--- src/rtl/bus_arbiter.sv ---
// rtl/bus_arbiter.sv - two-master round-robin bus arbiter, one outstanding transaction
// Fresh requests forward with zero latency; losers and requests during WAIT wait in a per-master slot.
`ifndef XLEN
`define XLEN 32
`endif
`ifndef BUS_WIDTH
`define BUS_WIDTH 32
`endif
`ifndef BUS_ACC_CNT
`define BUS_ACC_CNT 4
`endif

module bus_arbiter #(
  parameter int TIMEOUT = 255
) (
  input  logic                            clk,
  input  logic                            rstn,
  input  logic                            m0_req,
  input  logic [`XLEN-1:0]                m0_addr,
  input  logic                            m0_w_rb,
  input  logic [$clog2(`BUS_ACC_CNT)-1:0] m0_acc,
  input  logic [`BUS_WIDTH-1:0]           m0_wdata,
  output logic [`BUS_WIDTH-1:0]           m0_rdata,
  output logic                            m0_resp,
  output logic                            m0_err,
  input  logic                            m1_req,
  input  logic [`XLEN-1:0]                m1_addr,
  input  logic                            m1_w_rb,
  input  logic [$clog2(`BUS_ACC_CNT)-1:0] m1_acc,
  input  logic [`BUS_WIDTH-1:0]           m1_wdata,
  output logic [`BUS_WIDTH-1:0]           m1_rdata,
  output logic                            m1_resp,
  output logic                            m1_err,
  output logic                            bus_req,
  output logic [`XLEN-1:0]                bus_addr,
  output logic                            bus_w_rb,
  output logic [$clog2(`BUS_ACC_CNT)-1:0] bus_acc,
  output logic [`BUS_WIDTH-1:0]           bus_wdata,
  input  logic [`BUS_WIDTH-1:0]           bus_rdata,
  input  logic                            bus_resp,
  output logic                            timeout_flag
);

  localparam int AW = $clog2(`BUS_ACC_CNT);

  typedef enum logic {ST_IDLE, ST_WAIT} state_t;

  state_t                      state_q, state_d;
  logic [9:0]                  cnt_q, cnt_d;
  logic                        owner_q, owner_d;
  logic                        last_grant_q, last_grant_d;
  logic                        timeout_flag_q, timeout_flag_d;
  logic [1:0]                  pend_v_q, pend_v_d;
  logic [1:0][`XLEN-1:0]       pend_addr_q, pend_addr_d;
  logic [1:0]                  pend_w_rb_q, pend_w_rb_d;
  logic [1:0][AW-1:0]          pend_acc_q, pend_acc_d;
  logic [1:0][`BUS_WIDTH-1:0]  pend_wdata_q, pend_wdata_d;

  logic [1:0]                  in_req;
  logic [1:0][`XLEN-1:0]       in_addr;
  logic [1:0]                  in_w_rb;
  logic [1:0][AW-1:0]          in_acc;
  logic [1:0][`BUS_WIDTH-1:0]  in_wdata;

  logic [1:0] busy, rq, cand;
  logic       grant_valid, gnt, timeout_hit, done;

  assign in_req   = {m1_req, m0_req};
  assign in_addr  = {m1_addr, m0_addr};
  assign in_w_rb  = {m1_w_rb, m0_w_rb};
  assign in_acc   = {m1_acc, m0_acc};
  assign in_wdata = {m1_wdata, m0_wdata};

  always_comb begin
    // A master with a request still in flight or queued has its extra pulses dropped.
    busy[0]     = pend_v_q[0] | ((state_q == ST_WAIT) & ~owner_q);
    busy[1]     = pend_v_q[1] | ((state_q == ST_WAIT) & owner_q);
    rq          = in_req & ~busy;
    cand        = pend_v_q | rq;
    grant_valid = rstn & (state_q == ST_IDLE) & (|cand);
    gnt         = (&cand) ? ~last_grant_q : cand[1];
    timeout_hit = (state_q == ST_WAIT) & (cnt_q == 10'(TIMEOUT - 1)) & ~bus_resp;
    done        = rstn & (state_q == ST_WAIT) & (bus_resp | timeout_hit);
  end

  always_comb begin
    bus_req   = grant_valid;
    bus_addr  = '0;
    bus_w_rb  = 1'b0;
    bus_acc   = '0;
    bus_wdata = '0;
    if (grant_valid) begin
      bus_addr  = pend_v_q[gnt] ? pend_addr_q[gnt]  : in_addr[gnt];
      bus_w_rb  = pend_v_q[gnt] ? pend_w_rb_q[gnt]  : in_w_rb[gnt];
      bus_acc   = pend_v_q[gnt] ? pend_acc_q[gnt]   : in_acc[gnt];
      bus_wdata = pend_v_q[gnt] ? pend_wdata_q[gnt] : in_wdata[gnt];
    end
  end

  always_comb begin
    m0_resp  = done & ~owner_q;
    m1_resp  = done & owner_q;
    m0_err   = m0_resp & ~bus_resp;
    m1_err   = m1_resp & ~bus_resp;
    m0_rdata = (m0_resp & bus_resp) ? bus_rdata : '0;
    m1_rdata = (m1_resp & bus_resp) ? bus_rdata : '0;
    timeout_flag = timeout_flag_q;
  end

  always_comb begin
    state_d        = state_q;
    cnt_d          = cnt_q;
    owner_d        = owner_q;
    last_grant_d   = last_grant_q;
    timeout_flag_d = timeout_flag_q;
    pend_v_d       = pend_v_q;
    pend_addr_d    = pend_addr_q;
    pend_w_rb_d    = pend_w_rb_q;
    pend_acc_d     = pend_acc_q;
    pend_wdata_d   = pend_wdata_q;
    case (state_q)
      ST_IDLE: begin
        if (grant_valid) begin
          state_d       = ST_WAIT;
          cnt_d         = '0;
          owner_d       = gnt;
          last_grant_d  = gnt;
          pend_v_d[gnt] = 1'b0;
        end
      end
      default: begin
        cnt_d = cnt_q + 10'd1;
        if (done) begin
          state_d = ST_IDLE;
          if (timeout_hit) timeout_flag_d = 1'b1;
        end
      end
    endcase
    // Any accepted pulse that did not go straight to the bus waits in its slot.
    for (int n = 0; n < 2; n++) begin
      if (rq[n] && !(grant_valid && (gnt == 1'(n)))) begin
        pend_v_d[n]     = 1'b1;
        pend_addr_d[n]  = in_addr[n];
        pend_w_rb_d[n]  = in_w_rb[n];
        pend_acc_d[n]   = in_acc[n];
        pend_wdata_d[n] = in_wdata[n];
      end
    end
  end

  always_ff @(posedge clk) begin
    if (!rstn) begin
      state_q        <= ST_IDLE;
      cnt_q          <= '0;
      owner_q        <= 1'b0;
      last_grant_q   <= 1'b1;
      timeout_flag_q <= 1'b0;
      pend_v_q       <= '0;
      pend_addr_q    <= '0;
      pend_w_rb_q    <= '0;
      pend_acc_q     <= '0;
      pend_wdata_q   <= '0;
    end else begin
      state_q        <= state_d;
      cnt_q          <= cnt_d;
      owner_q        <= owner_d;
      last_grant_q   <= last_grant_d;
      timeout_flag_q <= timeout_flag_d;
      pend_v_q       <= pend_v_d;
      pend_addr_q    <= pend_addr_d;
      pend_w_rb_q    <= pend_w_rb_d;
      pend_acc_q     <= pend_acc_d;
      pend_wdata_q   <= pend_wdata_d;
    end
  end

endmodule

--- config.mk ---
export PLATFORM = sky130hd
export DESIGN_NAME = bus_arbiter
export DESIGN_NICKNAME = d
export VERILOG_FILES = /design/src/rtl/bus_arbiter.sv
export SDC_FILE = /design/constraint.sdc
export NUM_CORES = 1
export LEC_CHECK = 0
export BUFFER_PORTS_ARGS = -buffer_cell sky130_fd_sc_hd__buf_2
export CAP_MARGIN = 20
export CORE_MARGIN = 1
export CORE_UTILIZATION = 44
export DETAILED_ROUTE_END_ITERATION = 10
export MAX_ROUTING_LAYER = met4
export PLACE_DENSITY = 0.76
export RECOVER_POWER = 25
export SETUP_SLACK_MARGIN = 0.5
export SLEW_MARGIN = 25
export SYNTH_ARGS = -nofsm -noshare
export SYNTH_HDL_FRONTEND = slang
export SYNTH_SLANG_ARGS = --single-unit
--- constraint.sdc ---
create_clock -name clk -period 1.7 [get_ports clk]
set_input_delay 0.17 -clock clk [delete_from_list [all_inputs] [get_ports clk]]
set_output_delay 0.17 -clock clk [all_outputs]
set_load 0.05 [all_outputs]
==> summary.md <==
| Metric | Value |
|---|---|
| Seq/Total Area, Yosys | `0.388` |
| Pins Over Slew Limit | `0` |
| Number of synthesized flops with an enable pin | `0` |
| DRC viols | `0` |
| Placer Congestion | `0.851` |
| Top delay family on crit path | `compound AO/OA/AOI/OAI gates` |
| Critical Path Source | `owner_q` |
| Critical path's slowest cell | `a211oi_4` |
| Mapped Nets | `1105` |
| Final HPWL DP | `18.3 mm` |
| Int Power | `8.33 mW` |
| Main flop type after synthesis | `dfxtp_1` |
| Synthesized cell area | `7740 um2` |
| Finished Layout Cells | `1640` |
| CTS Root Cell | `clkbuf_16` |
| Hold wc startpoint | `m1_addr[26]` |
| Buf/Inv on CP | `3` |
| Slowest stage delay, CP | `0.47 ns` |
| Initial core utilization | `0.449` |
| Top area cells in the synthesized netlist | `dfxtp_1 (39%), mux2i_1 (17%), nor2_1 (11%), a211oi_1 (6.4%), o22ai_1 (5.5%)` |
| Yosys cell types | `40` |
| Placement Cell Area | `11300 um2` |
| Die height | `135 um` |
| Worst Max-Slew Pin Slew | `0.485 ns` |
| Setup violations, final | `272` |
| Maximum clock path buffer count | `2` |
| Placeable Area | `17200 um2` |
| Vias | `10900` |
| H-tree levels | `4` |
| Sw Ratio | `0.396` |
| Vias in the first global route | `9872` |
| Drt total wl | `48.2 mm` |
| First-pass GRT wire length | `53.2 mm` |
| R2r startpoint | `state_q` |
| Aggregate global-route resource usage | `0.392` |
| I/O pin count | `308` |
| Synth async-reset ratio | `0` |
| Setup CP Type | `reg2out` |
| Post-DRT Antenna Nets | `0` |
| FILL cells | `555` |
| Final hold slack | `-0.000252 ns` |
| Area leader, netlist | `dfxtp_1` |
| Leakage | `6.48 nW` |
| CP cell instances | `nand2b_4 -> a21oi_2 -> nand2b_4 -> buf_8 -> buf_6 -> a211oi_4 -> buf_6` |
| Clock Skew | `0.00904 ns` |
| Initial DRC count | `1553` |
| Crit-path max FO | `6` |
| Fmax achieved | `0.390 GHz` |
| Peak supply drop | `0.829 mV` |
| DR WL/cell | `29.4 um` |
| Worst setup margin | `-0.866 ns` |
| Unrepaired setup endpoints after global routing | `true` |
| Initial antenna violation count | `5` |
| Psw | `5.45 mW` |
| Synth Area per Inst | `8.30 um2` |
| Minimum clock period | `2.57 ns` |
| Share of cells above drive strength 1 | `0.562` |
| Mux cell area share after synthesis | `0.179` |
| Yosys reg bits | `150` |
| Design Area, Final | `15900 um2` |
| Clock Sink Count | `150` |
| CP Data Required Time | `1.53 ns` |
| CTS tree | `done` |
| Num CTS Buffers | `17` |
| Failing checks | `negative hold slack, negative setup slack` |
| Largest family of logic cells by synthesized area | `compound AO/OA/AOI/OAI gates` |
| Most frequent cell after synthesis | `nor2_1` |
| Startpoint types | `flip-flop` |
| Period utilisation layout | `1.51` |
| TritonRoute pass-1 iters | `7` |
| Synth top cells by count | `nor2_1 (219), dfxtp_1 (150), mux2i_1 (135)` |
| Power density over the cells | `868 nW/um2` |
| Final Hold Fails | `1` |
| Status | `complete, but fails checks` |
| Synth Area in Compound Gates | `0.192` |
| Ys Warns | `0` |
| Top-area cell type share of the netlist area | `0.388` |
| DP Cell Count | `1455` |
| Area grow syn2layout | `105%` |
| Overall Power | `13.8 mW` |
| Row cnt | `48` |
| Nets | `1569` |
| Post-DR vias/cell | `6.67` |
| Arrival @ worst endpoint | `2.40 ns` |
| Die ar. | `18100 um2` |
| Post-Synth Adder-Cell Area | `0.00323` |
| Clk_lat worst skew | `0.44 ns` |
| Clock-pin transition on the worst setup and hold timing paths | `0.07 ns` |
| Post-Synth Simple-Gate Area | `0.182` |
| Max_slew headroom | `0.676` |
| Register area | `3020 um2` |
| Clock network power share | `0.266` |
| Synth Area in XOR/XNOR | `0` |
| Area of the multi-input gates | `6180 um2` |
| Die W | `135 um` |
| Hold crit path type | `in2reg` |
| Mapped Cells | `932` |
| Max_cap viols | `0` |
| Crit end category | `output port` |
| Gate power share | `0.442` |
| Reg power frac | `0.293` |
| Total gr overflow | `0` |
| Largest net degree at the start of global routing | `50` |
| Port Buf Inserts | `307` |
## state kept, by name (all words and copies together), names as in the netlist, 2 cells and up
register and count:
pend_v_q 2, pend_acc_q 4, pend_w_rb_q 2, pend_addr_q 64, cnt_q 10, pend_wdata_q 64
## power groups by stage
stage	clock, mW	combinational [mW]	sequential [mW]
after floorplan	0	2.93	3.96
after global placement	0	3.92	3.98
after detailed placement	0	3.98	3.99
after CTS	3.56	4.94	3.95
after global routing	3.80	6.19	4.03
final	3.66	6.09	4.03
## per-layer routing
layer	up-vias	global-route usage	part of all wire
met2	1187	0.661	0.47
li1	4194	-	-
met4	0	0.220	0.089
met1	5129	0.427	0.33
met5	-	-	0
met3	429	0.0871	0.11
## worst register-to-register path, stage by stage (launching register included)
cell and delay (ns):
dfxtp_4 0.40, a21bo_4 0.24, buf_4 0.14, buf_6 0.12, a311oi_4 0.36, buf_12 0.19
buf_12 0.14, buf_6 0.12, mux2i_1 0.40, nor2_1 0.14
## timing repair
action                                  4_1_cts  5_1_grt
hold buffers                                 67        1
setup buffers                                26       25
pin swaps                                    34       51
gates cloned                                 15       13
gates resized for setup                     498      151
endpoints found under the hold margin        67        1
endpoints found under the setup margin      285      285
## kinds of logic after synthesis
kind of cell | after synthesis
buf+inv | 94
fa+ha+maj | 2
compound gates | 232
simple gates | 316
mux | 138
flops | 150
## cells in the final DEF (no fill, tap or decap), types with 6 or more instances in the layout
master	instances
a211oi_4	66
and2_4	64
buf_12	52
buf_16	16
buf_2	171
buf_4	37
buf_6	108
buf_8	67
clkbuf_16	28
dfxtp_1	143
diode_2	6
dlygate4sd3_1	68
inv_1	6
mux2i_1	115
mux2i_2	11
mux2i_4	9
nand2_1	6
nor2_1	145
nor2_2	54
nor2_4	20
o21ai_0	8
o21ai_1	38
o21ai_2	19
o21ai_4	11
o22ai_1	68
## path summary, 6_finish.rpt
kind                endpoint  slack, ns  cells after the start
min          pend_addr_q[58]    -0.0003                      3
min reg2reg  pend_addr_q[41]       0.51                      2
max            bus_wdata[26]      -0.87                      7
max reg2reg  pend_addr_q[42]      -0.66                      9
## final cells by class
class,count,share of cell area
flip-flops and latches,150,0.190
multi-input cells,688,0.389
diodes,6,0.000946
inverters,9,0.00229
repair buffers,530,0.365
clock buffers,17,0.0268
clock inverters,15,0.00772
well taps,225,0.0177
## per-stage QoR
stage	TNS, ns	hold WS (ns)	utilization	setup WS, ns
floorplan	-11.20	0.317	-	-0.189
global placement	-11.01	0.416	0.654	-0.198
detailed placement	-12.71	0.428	0.654	-0.240
CTS	-59.65	0.0000631	0.855	-0.551
global route	-113.88	0.0106	0.921	-0.846
finish	-107.98	-0.000252	0.921	-0.866
Power figures use the tool's default switching activity.
